==> src/rtl/switch_mcu_pkg.sv <==
// Shared core definitions: register-file geometry and the address/data types
// used by the decoder, the ALUs and the register file.
package switch_mcu_pkg;

    localparam int XLEN       = 32;
    localparam int REG_ADDR_W = 5;
    localparam int REG_NUM    = 32;

    typedef logic [REG_ADDR_W-1:0] reg_addr_t;
    typedef logic [XLEN-1:0]       xlen_t;

    localparam reg_addr_t REG_ZERO = 5'd0;

endpackage

==> src/rtl/switch_mcu_regfile_if.sv <==
// ALU-facing register port bundle: two read ports and one write port.
// master = ALU side (drives requests), slave = register file (drives read data).
interface switch_mcu_regfile_if #(
    parameter int DATA_W = switch_mcu_pkg::XLEN,
    parameter int ADDR_W = switch_mcu_pkg::REG_ADDR_W
);

    logic              in_ren_1;
    logic [ADDR_W-1:0] in_raddr_1;
    logic [DATA_W-1:0] out_rdata_1;
    logic              in_ren_2;
    logic [ADDR_W-1:0] in_raddr_2;
    logic [DATA_W-1:0] out_rdata_2;
    logic              in_wen;
    logic [ADDR_W-1:0] in_waddr;
    logic [DATA_W-1:0] in_wdata;

    modport master (
        output in_ren_1, in_raddr_1, in_ren_2, in_raddr_2,
        output in_wen, in_waddr, in_wdata,
        input  out_rdata_1, out_rdata_2
    );

    modport slave (
        input  in_ren_1, in_raddr_1, in_ren_2, in_raddr_2,
        input  in_wen, in_waddr, in_wdata,
        output out_rdata_1, out_rdata_2
    );

endinterface

==> src/rtl/switch_mcu_regfile_rdport.sv <==
// One registered read port: holds its output while idle, forces x0 to zero and,
// when SWITCH_MCU_REGFILE_BYPASS_EN is defined, forwards same-edge write data.
module switch_mcu_regfile_rdport
    import switch_mcu_pkg::*;
#(
    parameter int DATA_W = XLEN,
    parameter int ADDR_W = REG_ADDR_W
) (
    input  logic              in_clk,
    input  logic              in_rst,
    input  logic              ren,
    input  logic [ADDR_W-1:0] raddr,
    input  logic [DATA_W-1:0] stored_val,
    input  logic              wen,
    input  logic [ADDR_W-1:0] waddr,
    input  logic [DATA_W-1:0] wdata,
    output logic [DATA_W-1:0] rdata
);

    logic [DATA_W-1:0] rdata_d;
    logic [DATA_W-1:0] rdata_q;

`ifndef SWITCH_MCU_REGFILE_BYPASS_EN
    // Write-side inputs only feed the bypass mux.
    logic unused_wr;
    assign unused_wr = ^{wen, waddr, wdata};
`endif

    always_comb begin
        rdata_d = rdata_q;
        if (ren) begin
            if (raddr == '0) begin
                rdata_d = '0;
`ifdef SWITCH_MCU_REGFILE_BYPASS_EN
            end else if (wen && (waddr == raddr)) begin
                rdata_d = wdata;
`endif
            end else begin
                rdata_d = stored_val;
            end
        end
    end

    always_ff @(posedge in_clk or negedge in_rst) begin
        if (!in_rst) begin
            rdata_q <= '0;
        end else begin
            rdata_q <= rdata_d;
        end
    end

    assign rdata = rdata_q;

endmodule

==> src/rtl/switch_mcu_regfile.sv <==
// General-purpose register file: storage and write logic plus two read ports.
// Optional write-through bypass is selected by SWITCH_MCU_REGFILE_BYPASS_EN.
module switch_mcu_regfile
    import switch_mcu_pkg::*;
#(
    parameter int DATA_W = XLEN,
    parameter int ADDR_W = REG_ADDR_W,
    parameter int DEPTH  = REG_NUM
) (
    input  logic                 in_clk,
    input  logic                 in_rst,
    switch_mcu_regfile_if.slave  bus
);

    logic [DATA_W-1:0] regs_d [DEPTH];
    logic [DATA_W-1:0] regs_q [DEPTH];

    // Entry 0 is never written, so it stays at its reset value of zero.
    always_comb begin
        regs_d = regs_q;
        if (bus.in_wen && (bus.in_waddr != '0)) begin
            regs_d[bus.in_waddr] = bus.in_wdata;
        end
    end

    always_ff @(posedge in_clk or negedge in_rst) begin
        if (!in_rst) begin
            for (int i = 0; i < DEPTH; i++) begin
                regs_q[i] <= '0;
            end
        end else begin
            regs_q <= regs_d;
        end
    end

    switch_mcu_regfile_rdport #(.DATA_W(DATA_W), .ADDR_W(ADDR_W)) u_rdport_1 (
        .in_clk     (in_clk),
        .in_rst     (in_rst),
        .ren        (bus.in_ren_1),
        .raddr      (bus.in_raddr_1),
        .stored_val (regs_q[bus.in_raddr_1]),
        .wen        (bus.in_wen),
        .waddr      (bus.in_waddr),
        .wdata      (bus.in_wdata),
        .rdata      (bus.out_rdata_1)
    );

    switch_mcu_regfile_rdport #(.DATA_W(DATA_W), .ADDR_W(ADDR_W)) u_rdport_2 (
        .in_clk     (in_clk),
        .in_rst     (in_rst),
        .ren        (bus.in_ren_2),
        .raddr      (bus.in_raddr_2),
        .stored_val (regs_q[bus.in_raddr_2]),
        .wen        (bus.in_wen),
        .waddr      (bus.in_waddr),
        .wdata      (bus.in_wdata),
        .rdata      (bus.out_rdata_2)
    );

endmodule

==> src/flat_wrapper.sv <==
// flat-port wrapper written by rule: the top's interface ports become plain ports
module switch_mcu_regfile_flat import switch_mcu_pkg::*;
#(
    parameter int DATA_W = XLEN,
    parameter int ADDR_W = REG_ADDR_W,
    parameter int DEPTH  = REG_NUM
)
  (in_clk, in_rst, bus_in_ren_1, bus_in_raddr_1, bus_in_ren_2, bus_in_raddr_2, bus_in_wen, bus_in_waddr, bus_in_wdata, bus_out_rdata_1, bus_out_rdata_2);
  switch_mcu_regfile_if #(.DATA_W(DATA_W), .ADDR_W(ADDR_W)) bus_i ();
  input  logic in_clk;
  input  logic in_rst;
  input wire logic [$bits(bus_i.in_ren_1)-1:0] bus_in_ren_1;
  input wire logic [$bits(bus_i.in_raddr_1)-1:0] bus_in_raddr_1;
  input wire logic [$bits(bus_i.in_ren_2)-1:0] bus_in_ren_2;
  input wire logic [$bits(bus_i.in_raddr_2)-1:0] bus_in_raddr_2;
  input wire logic [$bits(bus_i.in_wen)-1:0] bus_in_wen;
  input wire logic [$bits(bus_i.in_waddr)-1:0] bus_in_waddr;
  input wire logic [$bits(bus_i.in_wdata)-1:0] bus_in_wdata;
  output wire logic [$bits(bus_i.out_rdata_1)-1:0] bus_out_rdata_1;
  output wire logic [$bits(bus_i.out_rdata_2)-1:0] bus_out_rdata_2;
  assign bus_i.in_ren_1 = bus_in_ren_1;
  assign bus_i.in_raddr_1 = bus_in_raddr_1;
  assign bus_i.in_ren_2 = bus_in_ren_2;
  assign bus_i.in_raddr_2 = bus_in_raddr_2;
  assign bus_i.in_wen = bus_in_wen;
  assign bus_i.in_waddr = bus_in_waddr;
  assign bus_i.in_wdata = bus_in_wdata;
  assign bus_out_rdata_1 = bus_i.out_rdata_1;
  assign bus_out_rdata_2 = bus_i.out_rdata_2;
  switch_mcu_regfile #(.DATA_W(DATA_W), .ADDR_W(ADDR_W), .DEPTH(DEPTH)) u_core (.in_clk(in_clk), .in_rst(in_rst), .bus(bus_i));
endmodule
==> config.mk <==
export PLATFORM = sky130hd
export DESIGN_NAME = switch_mcu_regfile_flat
export DESIGN_NICKNAME = d
export VERILOG_FILES = /design/src/rtl/switch_mcu_pkg.sv /design/src/rtl/switch_mcu_regfile_if.sv /design/src/rtl/switch_mcu_regfile_rdport.sv /design/src/rtl/switch_mcu_regfile.sv /design/src/flat_wrapper.sv
export SDC_FILE = /design/constraint.sdc
export NUM_CORES = 2
export LEC_CHECK = 0
export BUFFER_PORTS_ARGS = -buffer_cell sky130_fd_sc_hd__buf_2
export CAP_MARGIN = 25
export CORE_MARGIN = 5
export CORE_UTILIZATION = 64
export CTS_BUF_LIST = sky130_fd_sc_hd__clkbuf_8 sky130_fd_sc_hd__clkbuf_16
export CTS_CLUSTER_SIZE = 8
export DETAILED_ROUTE_END_ITERATION = 8
export GPL_TIMING_DRIVEN = 0
export PLACE_DENSITY_LB_ADDON = 0.05
export SLEW_MARGIN = 15
export SYNTH_ARGS = -nofsm -noshare
export SYNTH_HDL_FRONTEND = slang
export SYNTH_SLANG_ARGS = --single-unit
==> constraint.sdc <==
create_clock -name in_clk -period 2.2 [get_ports in_clk]
set_input_delay 0.22 -clock in_clk [delete_from_list [all_inputs] [get_ports in_clk]]
set_output_delay 0.22 -clock in_clk [all_outputs]
set_load 0.02 [all_outputs]
==> results.cfg <==
[yosys]
syn-num-nets = 4054
yosysWarningCount = 0
synthTopCellsByCount = 1088 x dfrtp_1, 1056 x mux2_2, 378 x mux2i_1
netlist.top_cell.by_area = dfrtp_1
synth_top_area_share_pct = 48.1
ys.flop_type = dfrtp_1
async_flop_share_pct = 100
netlist-cell-type-count = 37
synth_area_leaders = dfrtp_1 48%, mux2_2 21%, mux4_2 13%, mux2i_1 6.7%, clkbuf_1 1.9%
syn_inst = 4002
synth_seq_cells = 1088
yosysSeqAreaShare_pct = 48.1
synth_area_sq_um = 56600
yosysMostFrequentCell = dfrtp_1
synth_edf_count = 0
syn_avg_cell_area_sq_um = 14.1

[setup_path]
slowest_stage = nor4b_2
crit_fanout = 10
startpoint_type = primary input
arrival_ns = 3.05
path_cells = buf_2, buf_2, nor4b_2, clkbuf_1, a22o_1, or4_1, a21oi_1
max_stage_delay_ns = 1.00
path_common_cell = buf_2
critPathKind = primary input to flop
cp_data_required_time_ns = 2.83
cp-end-kind = flop

[timing]
clock_skew_ns = 0.0162
hold_violations = 0
slew_violations = 0
fin_ws_ns = -0.223
setup_viol = 28
worst_slew_pin_slew_ns = 1.24
period_share_pct = 110
fin_crit_ns = 2.42
fmax_mhz = 413
rsz0062_at_grt = true
slew_headroom_pct = 17.1

[placed_design]
portBuffers = 109
placed_area_sq_um = 59400
dp_hpwl_um = 139000
gp_congestion = 1.01

[clock_tree]
clock_latency_ns = 0.77
clk_pin_slew_worst_paths_ns = 0.05
cts_sinks = 1088
cts_buffers = 154
cts_tree = yes
cts_buffer_depth = 3
cts_root_buf = clkbuf_16
htree_levels = 4

[finish]
syn_to_final_growth_pct = 13.2
drive_gt1_share_pct = 43.3
final_cell_area_sq_um = 64100
nets = 4407

[routing]
ant_nets = 0
wl_per_cell_um = 36.8
drt-pass1-iter-count = 6
route.detailed.drc = 0
vias = 40700
drt_iter0_markers = 5222
finalWirelength_um = 204000
viasPerCell = 7.33

[global_routing]
antenna_found_initial = 15
grt_pass1_vias = 41400
grt_util_all_layers_pct = 43.2
grt_first_pass_wirelength_um = 289000
gr-total-overflow = 0
grt_max_degree = 141

[pwr]
powerDensity_nw_per_um2 = 925
p_leak_nw = 28.5
p_total_mw = 59.3
ir_drop_v = 0.000889

[status]
violations = negative setup slack
outcome = finished with violations

[die]
initial_core_util_pct = 64.3
io_pins = 116
rows = 109
core_area_sq_um = 88100
die_w_um = 307
dieArea_sq_um = 94500
die_h_um = 307

[min_path]
hold_path_class = primary input to asynchronous set/reset pin

[job]
maxCapViolCount = 0
-- where the power goes --
group	total [mW]	internal, mW	switching [mW]
registers	26.6	23.8	2.83
logic	11.4	6.41	5.03
clock network	21.3	12.6	8.65
-- registers in the layout, summed over array words and instances (netlist names) --
register,flops
u_core.u_rdport_1.rdata,32
u_core.u_rdport_2.rdata,32
u_core.regs_q,1024
-- stage by stage --
| step | setup slack (ns) | utilization [%] | instances | hold slack (ns) | TNS [ns] |
|---|---|---|---|---|---|
| global route | -0.0122 | 72.7 | 5539 | 0.0599 | -0.0122 |
| finish | -0.223 | 72.8 | 5551 | 0.0250 | -2.96 |
| detailed placement | -1.52 | 67.4 | 5323 | 0.278 | -156.40 |
| floorplan | 0.164 | - | 4002 | -0.0756 | 0 |
| CTS | 0.00414 | 72.5 | 5528 | 0.0455 | 0 |
| global placement | -23.03 | 66.5 | 5276 | 0.460 | - |
-- kinds of logic (layout without fill, tap and decap cells) --
kind of cell | Yosys count | in the layout | share of synthesized area [%]
compound gates | 382 | 382 | 4.80
buf+inv | 439 | 807 | 3.35
flops | 1088 | 1088 | 48.1
mux | 1758 | 1758 | 40.6
other cells | 0 | 16 | 0
simple gates | 335 | 335 | 3.18
-- cells in the final DEF, fill, tap and decap left out, types with 13 or more instances in the layout --
master,instances
buf_1,38
nand2b_1,66
o211ai_1,62
nand2_1,17
buf_6,42
clkbuf_2,43
a22o_1,60
or4_1,64
clkbuf_1,234
diode_2,16
mux2_2,1056
dlygate4sd3_1,33
buf_8,15
buf_2,173
nor2_1,144
clkbuf_16,160
clkbuf_4,13
a21oi_1,62
a2111oi_0,64
buf_4,27
o22ai_1,124
mux4_2,324
dfrtp_1,1088
mux2i_1,378
-- layer usage --
layer	vias to the layer above	track usage (%)	part of all wire (%)
met2	2883	62.0	43
met5	-	1.31	0.086
met4	4	26.7	7.4
met3	750	17.4	13
met1	21100	55.2	36
li1	16000	-	-
-- worst max-delay path: cells and delay by family --
kind | cells | cell delay (ns)
buf+inv | 3 | 1.30
simple gates | 2 | 1.15
compound gates | 2 | 0.38
-- cell type report --
class | instances | area (sq um)
clock inverters | 12 | 95.1
flip-flops and latches | 1088 | 27200
clock buffers | 159 | 3980
inverters | 2 | 7.51
repair buffers | 199 | 1750
fillers | 6004 | 24000
plain buffers | 435 | 2030
well taps | 1165 | 1460
diodes | 16 | 40.0
multi-input cells | 2475 | 27500
-- timing repair --
item / CTS / global route
endpoints found under the setup margin: 62 / 127
hold endpoints to repair: 158 / 0
hold buffers: 33 / 0
gates cloned: 0 / 1
setup buffers: 3 / 0
pin swaps: 0 / 0
resized for setup: 31 / 60
-- path summary, 6_finish.rpt --
check                                          startpoint  slack [ns]  depth (start not counted)                                      end
setup / recovery                        bus_in_raddr_2[0]       -0.22                          7  u_core.u_rdport_2.rdata[14]$_DFFE_PN0P_
max in group asynchronous                          in_rst        0.31                          4           u_core.regs_q[202]$_DFFE_PN0P_
hold reg to reg            u_core.regs_q[996]$_DFFE_PN0P_        0.48                          1           u_core.regs_q[996]$_DFFE_PN0P_
setup reg to reg           u_core.regs_q[895]$_DFFE_PN0P_        0.19                          4  u_core.u_rdport_2.rdata[31]$_DFFE_PN0P_
min in group in_clk                          bus_in_ren_1        0.10                          3  u_core.u_rdport_1.rdata[31]$_DFFE_PN0P_
hold / removal                                     in_rst        0.03                          2           u_core.regs_q[633]$_DFFE_PN0P_
(Power assumes the default switching activity.)
